**src/rtl/iddr_gearbox.sv**
```systemverilog
// IDDRX1F 1:2 pair stream to 8-bit word gearbox.
// Bit-slip alignment, manual or automatic comma hunt.
module iddr_gearbox #(
    parameter logic [7:0] COMMA      = 8'hBC,
    parameter string      AUTO_ALIGN = "ENABLED"
) (
    input  logic       SCLK,
    input  logic       RST,
    input  logic       Q0,
    input  logic       Q1,
    input  logic       BITSLIP,
    input  logic       ALIGN_REQ,
    output logic [7:0] DOUT,
    output logic       DVALID,
    output logic       LOCKED,
    output logic       ALIGN_FAIL
);

    localparam bit AUTO = (AUTO_ALIGN == "ENABLED");

    typedef enum logic [1:0] {
        HUNT   = 2'd0,
        SETTLE = 2'd1,
        LOCK   = 2'd2
    } state_t;

    state_t      state_q, state_d;
    logic [9:0]  sr_q, sr_d;
    logic        off_q, off_d;
    logic [1:0]  cnt_q, cnt_d;
    logic [2:0]  slipcnt_q, slipcnt_d;
    logic [7:0]  dout_q, dout_d;
    logic        dvalid_q, dvalid_d;
    logic        fail_q, fail_d;
    logic        auto_slip;
    logic        slip;
    logic        stall;

    always_ff @(posedge SCLK or negedge RST) begin
        if (!RST) begin
            state_q   <= HUNT;
            sr_q      <= '0;
            off_q     <= 1'b0;
            cnt_q     <= '0;
            slipcnt_q <= '0;
            dout_q    <= '0;
            dvalid_q  <= 1'b0;
            fail_q    <= 1'b0;
        end else begin
            state_q   <= state_d;
            sr_q      <= sr_d;
            off_q     <= off_d;
            cnt_q     <= cnt_d;
            slipcnt_q <= slipcnt_d;
            dout_q    <= dout_d;
            dvalid_q  <= dvalid_d;
            fail_q    <= fail_d;
        end
    end

    // ALIGN_REQ outranks everything, including a same-edge comma match
    always_comb begin
        state_d   = state_q;
        slipcnt_d = slipcnt_q;
        fail_d    = fail_q;
        auto_slip = 1'b0;
        if (AUTO) begin
            if (ALIGN_REQ) begin
                state_d   = HUNT;
                slipcnt_d = '0;
                fail_d    = 1'b0;
            end else begin
                unique case (state_q)
                    HUNT: begin
                        if (dvalid_q) begin
                            if (dout_q == COMMA) begin
                                state_d = LOCK;
                            end else begin
                                auto_slip = 1'b1;
                                slipcnt_d = slipcnt_q + 3'd1;
                                if (slipcnt_q == 3'd7) begin
                                    fail_d = 1'b1;
                                end
                                state_d = SETTLE;
                            end
                        end
                    end
                    SETTLE: begin
                        if (dvalid_q) begin
                            state_d = HUNT;
                        end
                    end
                    LOCK: begin
                        state_d = LOCK;
                    end
                    default: begin
                        state_d = HUNT;
                    end
                endcase
            end
        end
    end

    // Slip from OFF=0 stalls one edge and narrows the window by one bit:
    // net effect is always one bit later in time.
    always_comb begin
        slip     = AUTO ? auto_slip : BITSLIP;
        stall    = slip & ~off_q;
        sr_d     = 10'({sr_q, Q0, Q1});
        off_d    = slip ? ~off_q : off_q;
        cnt_d    = stall ? cnt_q : cnt_q + 2'd1;
        dvalid_d = ~stall & (cnt_q == 2'd3);
        dout_d   = dout_q;
        if (dvalid_d) begin
            dout_d = off_q ? sr_d[8:1] : sr_d[7:0];
        end
    end

    always_comb begin
        DOUT       = dout_q;
        DVALID     = dvalid_q;
        LOCKED     = AUTO && (state_q == LOCK);
        ALIGN_FAIL = AUTO && fail_q;
    end

endmodule

```
**config.mk**
```make
export PLATFORM = sky130hd
export DESIGN_NAME = iddr_gearbox
export DESIGN_NICKNAME = d
export VERILOG_FILES = /design/src/rtl/iddr_gearbox.sv
export SDC_FILE = /design/constraint.sdc
export NUM_CORES = 1
export LEC_CHECK = 0
export CORE_MARGIN = 2
export CORE_UTILIZATION = 55
export DETAILED_ROUTE_END_ITERATION = 10
export HOLD_SLACK_MARGIN = 0.15
export PLACE_DENSITY = 0.83
export SLEW_MARGIN = 20
export SYNTH_ARGS = -nofsm -noshare
export SYNTH_HDL_FRONTEND = slang
export SYNTH_SLANG_ARGS = --single-unit
```
**constraint.sdc**
```tcl
create_clock -name SCLK -period 3.61 [get_ports SCLK]
set_input_delay 1.083 -clock SCLK [delete_from_list [all_inputs] [get_ports SCLK]]
set_output_delay 1.083 -clock SCLK [all_outputs]
set_load 0.01 [all_outputs]
```
---- After elaboration in Yosys (flattened, before gate mapping) ----
Index checks and enable logic that the tools add are counted.
Widths: inputs -> output; s select.
word-level totals
  flip-flop bits (word level) ............. 25
  input port bits ......................... 6
  output and inout port bits .............. 11
  logic and storage cells ................. 48
operators by class
  add/subtract/negate cells ............... 2
  equal/unequal tests ..................... 8
  mux-type cells .......................... 19
  bitwise logic cells ..................... 4
  reduce and logical (&&, ||, !) cells .... 7
operator list
  kind                 count
  $mux 3               4
  $mux 1               9
  $eq 8x8->1 const B   1
  $mux 2               4
  $mux 8               1
  $ne 3x3->1 const B   2
  $pmux 2 s3           1
  $reduce_bool 2->1    3
  $eq 2x2->1 const B   2
  $reduce_and 4->1     1
  $add 3x1->3 const B  1
  $eq 3x3->1 const B   1
  $reduce_and 3->1     1
  $add 2x1->2 const B  1
  $and 1x1->1          2
  $eq 2x1->1 const B   1
  $logic_not 2->1      1
  $ne 2x2->1 const B   1
  $not 1->1            2
  $reduce_and 2->1     1

---- Logic depth before layout (Yosys ltp) ----
  depth after elaboration ................. 8
  mapped depth ............................ 5
  depth with buffers taken out ............ 4

---- Least setup slack after synthesis ----
No wires, ideal clock.
  path kind ............................... in2reg
  start point ............................. in ALIGN_REQ
  end point ............................... reg dout_q[2], in the netlist DOUT[2]
  setup time .............................. 0.125 ns
  arrival ................................. 2.028 ns
  required time ........................... 3.485 ns
  slack ................................... 1.457 ns
  stages on the path ...................... 5
  path buffers ............................ 1
  cells stage by stage .................... buf_1 nor2_1 o211ai_4 nand2_4 mux2_4
between the ends
  longest elaborated chain between the ends .. 4
RTL lines
  item                  line  source
  start, declared       12    input logic ALIGN_REQ,
  $mux 1                68    if (ALIGN_REQ) begin
  $and 1x1->1           108   stall = slip & ~off_q;
  $not 1->1             112   dvalid_d = ~stall & (cnt_q == 2'd3);
  $and 1x1->1           112
  end signal, assigned  55    dout_q <= dout_d;
  end, declared         32    logic [7:0] dout_q, dout_d;
Every way passes these cells.
A chain may end at the register's enable or synchronous reset.

---- Worst setup path in the final report ----
  start point ............................. reg state_q[1]
  end point ............................... out LOCKED
between the ends
  longest elaborated chain between the ends .. 1
RTL lines
  item                    line  source
  start, declared         27    state_t state_q, state_d;
  start signal, assigned  50    state_q <= state_d;
  $eq 2x2->1              122   LOCKED = AUTO && (state_q == LOCK);
  end, declared           15    output logic LOCKED,
Every way passes these cells.

==> tab_implementation.tex <==
\begin{tabular}{lr}
\hline
Metric & Value \\
\hline
\multicolumn{2}{l}{\textbf{Status}} \\
\quad Status & finished clean \\
\multicolumn{2}{l}{\textbf{Synth}} \\
\quad Post-synthesis share of cell area spent on full adders, half adders and majority gates & 0.0355 \\
\quad Number of distinct library cell variants in the gate-level netlist after synthesis & 23 \\
\quad Cells after synthesis & 76 \\
\quad Area of the mapped netlist & 1060 sq um \\
\quad Post-synthesis net count & 85 \\
\quad Flops \& latches, synth & 25 \\
\quad Proportion of synthesized chip area in sequential cells & 0.592 \\
\quad Warnings from Yosys & 0 \\
\quad Post-synthesis compound-gate area fraction & 0.0828 \\
\quad Post-synthesis area per instance & 13.9 sq um \\
\quad Multiplexer area fraction after synthesis & 0.182 \\
\quad Fraction of the mapped netlist area in simple logic gates & 0.0769 \\
\quad Area share of xor/xnor cells in the synthesized design & 0.0166 \\
\quad Largest family of logic cells by synthesized area & multiplexers \\
\multicolumn{2}{l}{\textbf{Clock tree}} \\
\quad Sink Count & 25 \\
\quad Clock-pin slew on the worst setup and hold paths & 130 ps \\
\quad Clock root cell & sky130\_fd\_sc\_hd\_\_clkbuf\_4 \\
\quad Cts repair resizes & 0 \\
\quad Post-CTS Setup Bufs & 0 \\
\quad TritonCTS clock tree & yes \\
\quad Hold buffer count at CTS & 0 \\
\quad Number of buffers on the longest clock path & 2 \\
\quad CTS HTree Levels & 1 \\
\quad Source-to-sink clock delay at the later pin of the worst-skew pair & 310 ps \\
\quad Total clock buffers created by CTS & 3 \\
\multicolumn{2}{l}{\textbf{Drt}} \\
\quad Vias post-DR & 654 \\
\quad Total routed wire length on the met1 layer & 757 microns \\
\quad Uppermost signal routing layer after detailed routing & met4 \\
\quad Drt first-iter violations & 12 \\
\quad Average detailed-routed wire length per instance & 14.0 microns \\
\quad Length of routed met2 wiring & 803 microns \\
\quad Total Wirelength & 1670 microns \\
\quad Post-detailed-route count of antenna-violating nets & 0 \\
\quad Metal3 WL & 90 microns \\
\quad Drt first pass iters & 4 \\
\quad Final routed DRC violation total & 0 \\
\quad Vias per Instance & 5.50 \\
\multicolumn{2}{l}{\textbf{Placed design}} \\
\quad RD Place Congestion & 0.751 \\
\quad Cell area reported after detailed placement & 1240 sq um \\
\quad Post-detail-place hpwl & 1200 microns \\
\quad Count of input and output buffers & 15 \\
\multicolumn{2}{l}{\textbf{Critical path}} \\
\quad CP startpoint kind & flop \\
\quad Critical path class & flop to output port \\
\quad Buf+Inv Stages, Crit Path & 1 \\
\quad Data arrival, critical path & 1380 ps \\
\quad Crit path cell chain & nor2b\_1 -> clkdlybuf4s50\_1 \\
\quad Data required time at the worst endpoint & 2530 ps \\
\quad Source of the worst register-to-register timing path & state\_q[1] \\
\quad Maximum fanout count along the critical path & 4 \\
\quad Highest cell delay on the worst timing path & 530 ps \\
\quad CP endpoint kind & output port \\
\quad Crit path launch & state\_q[1] \\
\quad Critical path's top delay family & buffers and inverters \\
\quad Crit path max-delay cell type & sky130\_fd\_sc\_hd\_\_clkdlybuf4s50\_1 \\
\multicolumn{2}{l}{\textbf{STA}} \\
\quad Highest clock frequency the design can meet & 0.407 GHz \\
\quad Period minus WS final & 2460 ps \\
\quad Final hold viol count & 0 \\
\quad Slew Limit Headroom & 0.619 \\
\quad Max Transition Viols Final & 0 \\
\quad Max Clock Skew & 6.07 ps \\
\quad Setup TNS & 0 ps \\
\quad Final Cycle Share & 0.681 \\
\quad Unrepaired setup endpoints after global routing & false \\
\quad Setup violators final & 0 \\
\quad Worst Tran Pin Value & 571 ps \\
\multicolumn{2}{l}{\textbf{Die}} \\
\quad Horizontal extent of the die & 47.8 microns \\
\quad Number of I/O pins & 17 \\
\quad Standard-cell row count & 15 \\
\quad Starting Density & 0.599 \\
\quad Y dimension of the die & 47.8 microns \\
\quad Core area & 1760 sq um \\
\quad Overall die area & 2290 sq um \\
\multicolumn{2}{l}{\textbf{GRT}} \\
\quad Total global routing overflow & 0 \\
\quad Global-route usage over all layers & 0.185 \\
\quad Pin count of the biggest net entering global routing & 26 \\
\quad First-pass GRT wire length & 2860 microns \\
\quad Vias in the first global route & 658 \\
\quad Initial antenna violation count & 0 \\
\multicolumn{2}{l}{\textbf{Finish}} \\
\quad Commonest non-fill, non-tap cell in the layout & sky130\_fd\_sc\_hd\_\_dfrtp\_1 \\
\quad Post-route cell area & 1270 sq um \\
\quad Area growth, synth to finish & 19.8\% \\
\quad Most frequent cells in the layout & sky130\_fd\_sc\_hd\_\_dfrtp\_1, sky130\_fd\_sc\_hd\_\_clkdlybuf4s50\_1, sky130\_fd\_sc\_hd\_\_a21oi\_1, sky130\_fd\_sc\_hd\_\_mux2\_2 \\
\quad Fin nets & 104 \\
\quad Layout cells sized above 1 & 0.202 \\
\quad Inserted Diodes & 0 \\
\multicolumn{2}{l}{\textbf{Power and ir drop}} \\
\quad Leakage power of the design & 0.582 nW \\
\quad Peak supply drop & 0.000519 V \\
\quad Total power per unit cell area & 765 nW/um\^{}2 \\
\multicolumn{2}{l}{\textbf{Job}} \\
\quad Number of max-capacitance violations reported & 0 \\
\multicolumn{2}{l}{\textbf{Hold path}} \\
\quad Type of the worst min-delay path & flop to flop \\
\quad Hold Startpoint & sr\_q[4] \\
\hline
\end{tabular}
==> flip-flops by register name (all words and copies together), names as in the netlist <==
| signal | flops |
|---|---|
| DOUT | 8 |
| sr_q | 7 |
| slipcnt_q | 3 |
| off_q | 1 |
| DVALID | 1 |
| ALIGN_FAIL | 1 |
| state_q | 2 |
| cnt_q | 2 |
==> power by group <==
| part | internal, W | switching, W | leakage [nW] |
|---|---|---|---|
| Combinational | 0.000243 | 0.000158 | 0.261 |
| Clock | 0.0000414 | 0.0000790 | 0.0177 |
| Sequential | 0.000363 | 0.0000838 | 0.304 |
| Total | 0.000647 | 0.000321 | 0.582 |
==> area by class of cell <==
class	instances	area [sq um]
Clock inverter	1	5.00
Sequential cell	25	626
Inverter	2	7.51
Fill cell	144	498
Multi-Input combinational cell	47	417
Clock buffer	3	22.5
Timing Repair Buffer	16	158
Tap cell	25	31.3
==> through the flow <==
step / cells / setup WS (ps) / utilization / total power [W] / hold WS, ps
after floorplan: 76 / 1460 / - / 0.000695 / 365
after global placement: 115 / 962 / 0.702 / 0.000835 / 370
after detailed placement: 115 / 951 / 0.702 / 0.000851 / 382
after CTS: 119 / 1150 / 0.718 / 0.000976 / 412
after global routing: 119 / 1050 / 0.718 / 0.00104 / 426
final: 119 / 1150 / 0.718 / 0.000968 / 411
==> final timing paths <==
kind,end,slack (ps),cells past startpoint
setup / recovery,LOCKED,1150,2
hold / removal,sr_q[6],410,0
setup reg to reg,DOUT[2],1820,4
hold reg to reg,sr_q[6],410,0
max in group asynchronous,sr_q[4],2270,2
min in group asynchronous,ALIGN_FAIL,1100,2
==> worst reg2reg max path, stage by stage (launching register included) <==
cell	delay, ps
sky130_fd_sc_hd__dfrtp_1	420
sky130_fd_sc_hd__nor3b_1	510
sky130_fd_sc_hd__o211ai_4	250
sky130_fd_sc_hd__nand2_4	190
sky130_fd_sc_hd__mux2_4	310
==> per-layer routing <==
| layer | global-route usage | vias up |
|---|---|---|
| met5 | 0 | - |
| met4 | 0.0486 | 0 |
| met3 | 0.0377 | 2 |
| met2 | 0.299 | 20 |
| met1 | 0.254 | 325 |
| li1 | - | 307 |
==> Yosys cell counts <==
cell                         n  area [sq um]
sky130_fd_sc_hd__inv_1       2          7.51
sky130_fd_sc_hd__mux2i_1     5          50.1
sky130_fd_sc_hd__nand4b_1    1          8.76
sky130_fd_sc_hd__or3b_2      1          8.76
sky130_fd_sc_hd__nand2_1     1          3.75
sky130_fd_sc_hd__ha_1        3          37.5
sky130_fd_sc_hd__mux2_2      6          67.6
sky130_fd_sc_hd__o21ai_1     1          5.00
sky130_fd_sc_hd__nand2_4     1          11.3
sky130_fd_sc_hd__xor2_1      2          17.5
sky130_fd_sc_hd__a21oi_1     6          30.0
sky130_fd_sc_hd__o211ai_1    1          7.51
sky130_fd_sc_hd__a31oi_1     3          18.8
sky130_fd_sc_hd__nor2_1      5          18.8
sky130_fd_sc_hd__dfrtp_1    25           626
sky130_fd_sc_hd__nor2b_1     1          6.26
sky130_fd_sc_hd__o211ai_4    1          21.3
sky130_fd_sc_hd__nand4bb_1   1          11.3
sky130_fd_sc_hd__buf_1       2          7.51
sky130_fd_sc_hd__nor3b_1     1          7.51
sky130_fd_sc_hd__o21ai_0     1          5.00
sky130_fd_sc_hd__mux2_4      5          75.1
sky130_fd_sc_hd__nor3_1      1          5.00
==> kinds of logic (layout without fill, tap and decap cells) <==
| logic type | after synthesis | count (layout) |
|---|---|---|
| buffers and inverters | 4 | 22 |
| AO/OA/AOI/OAI | 13 | 13 |
| flip-flops | 25 | 25 |
| XOR/XNOR | 2 | 2 |
| AND/OR/NAND/NOR | 13 | 13 |
| multiplexers | 16 | 16 |
| adder cells (fa/ha/maj) | 3 | 3 |
No activity file was read; power rests on OpenSTA's default activity.
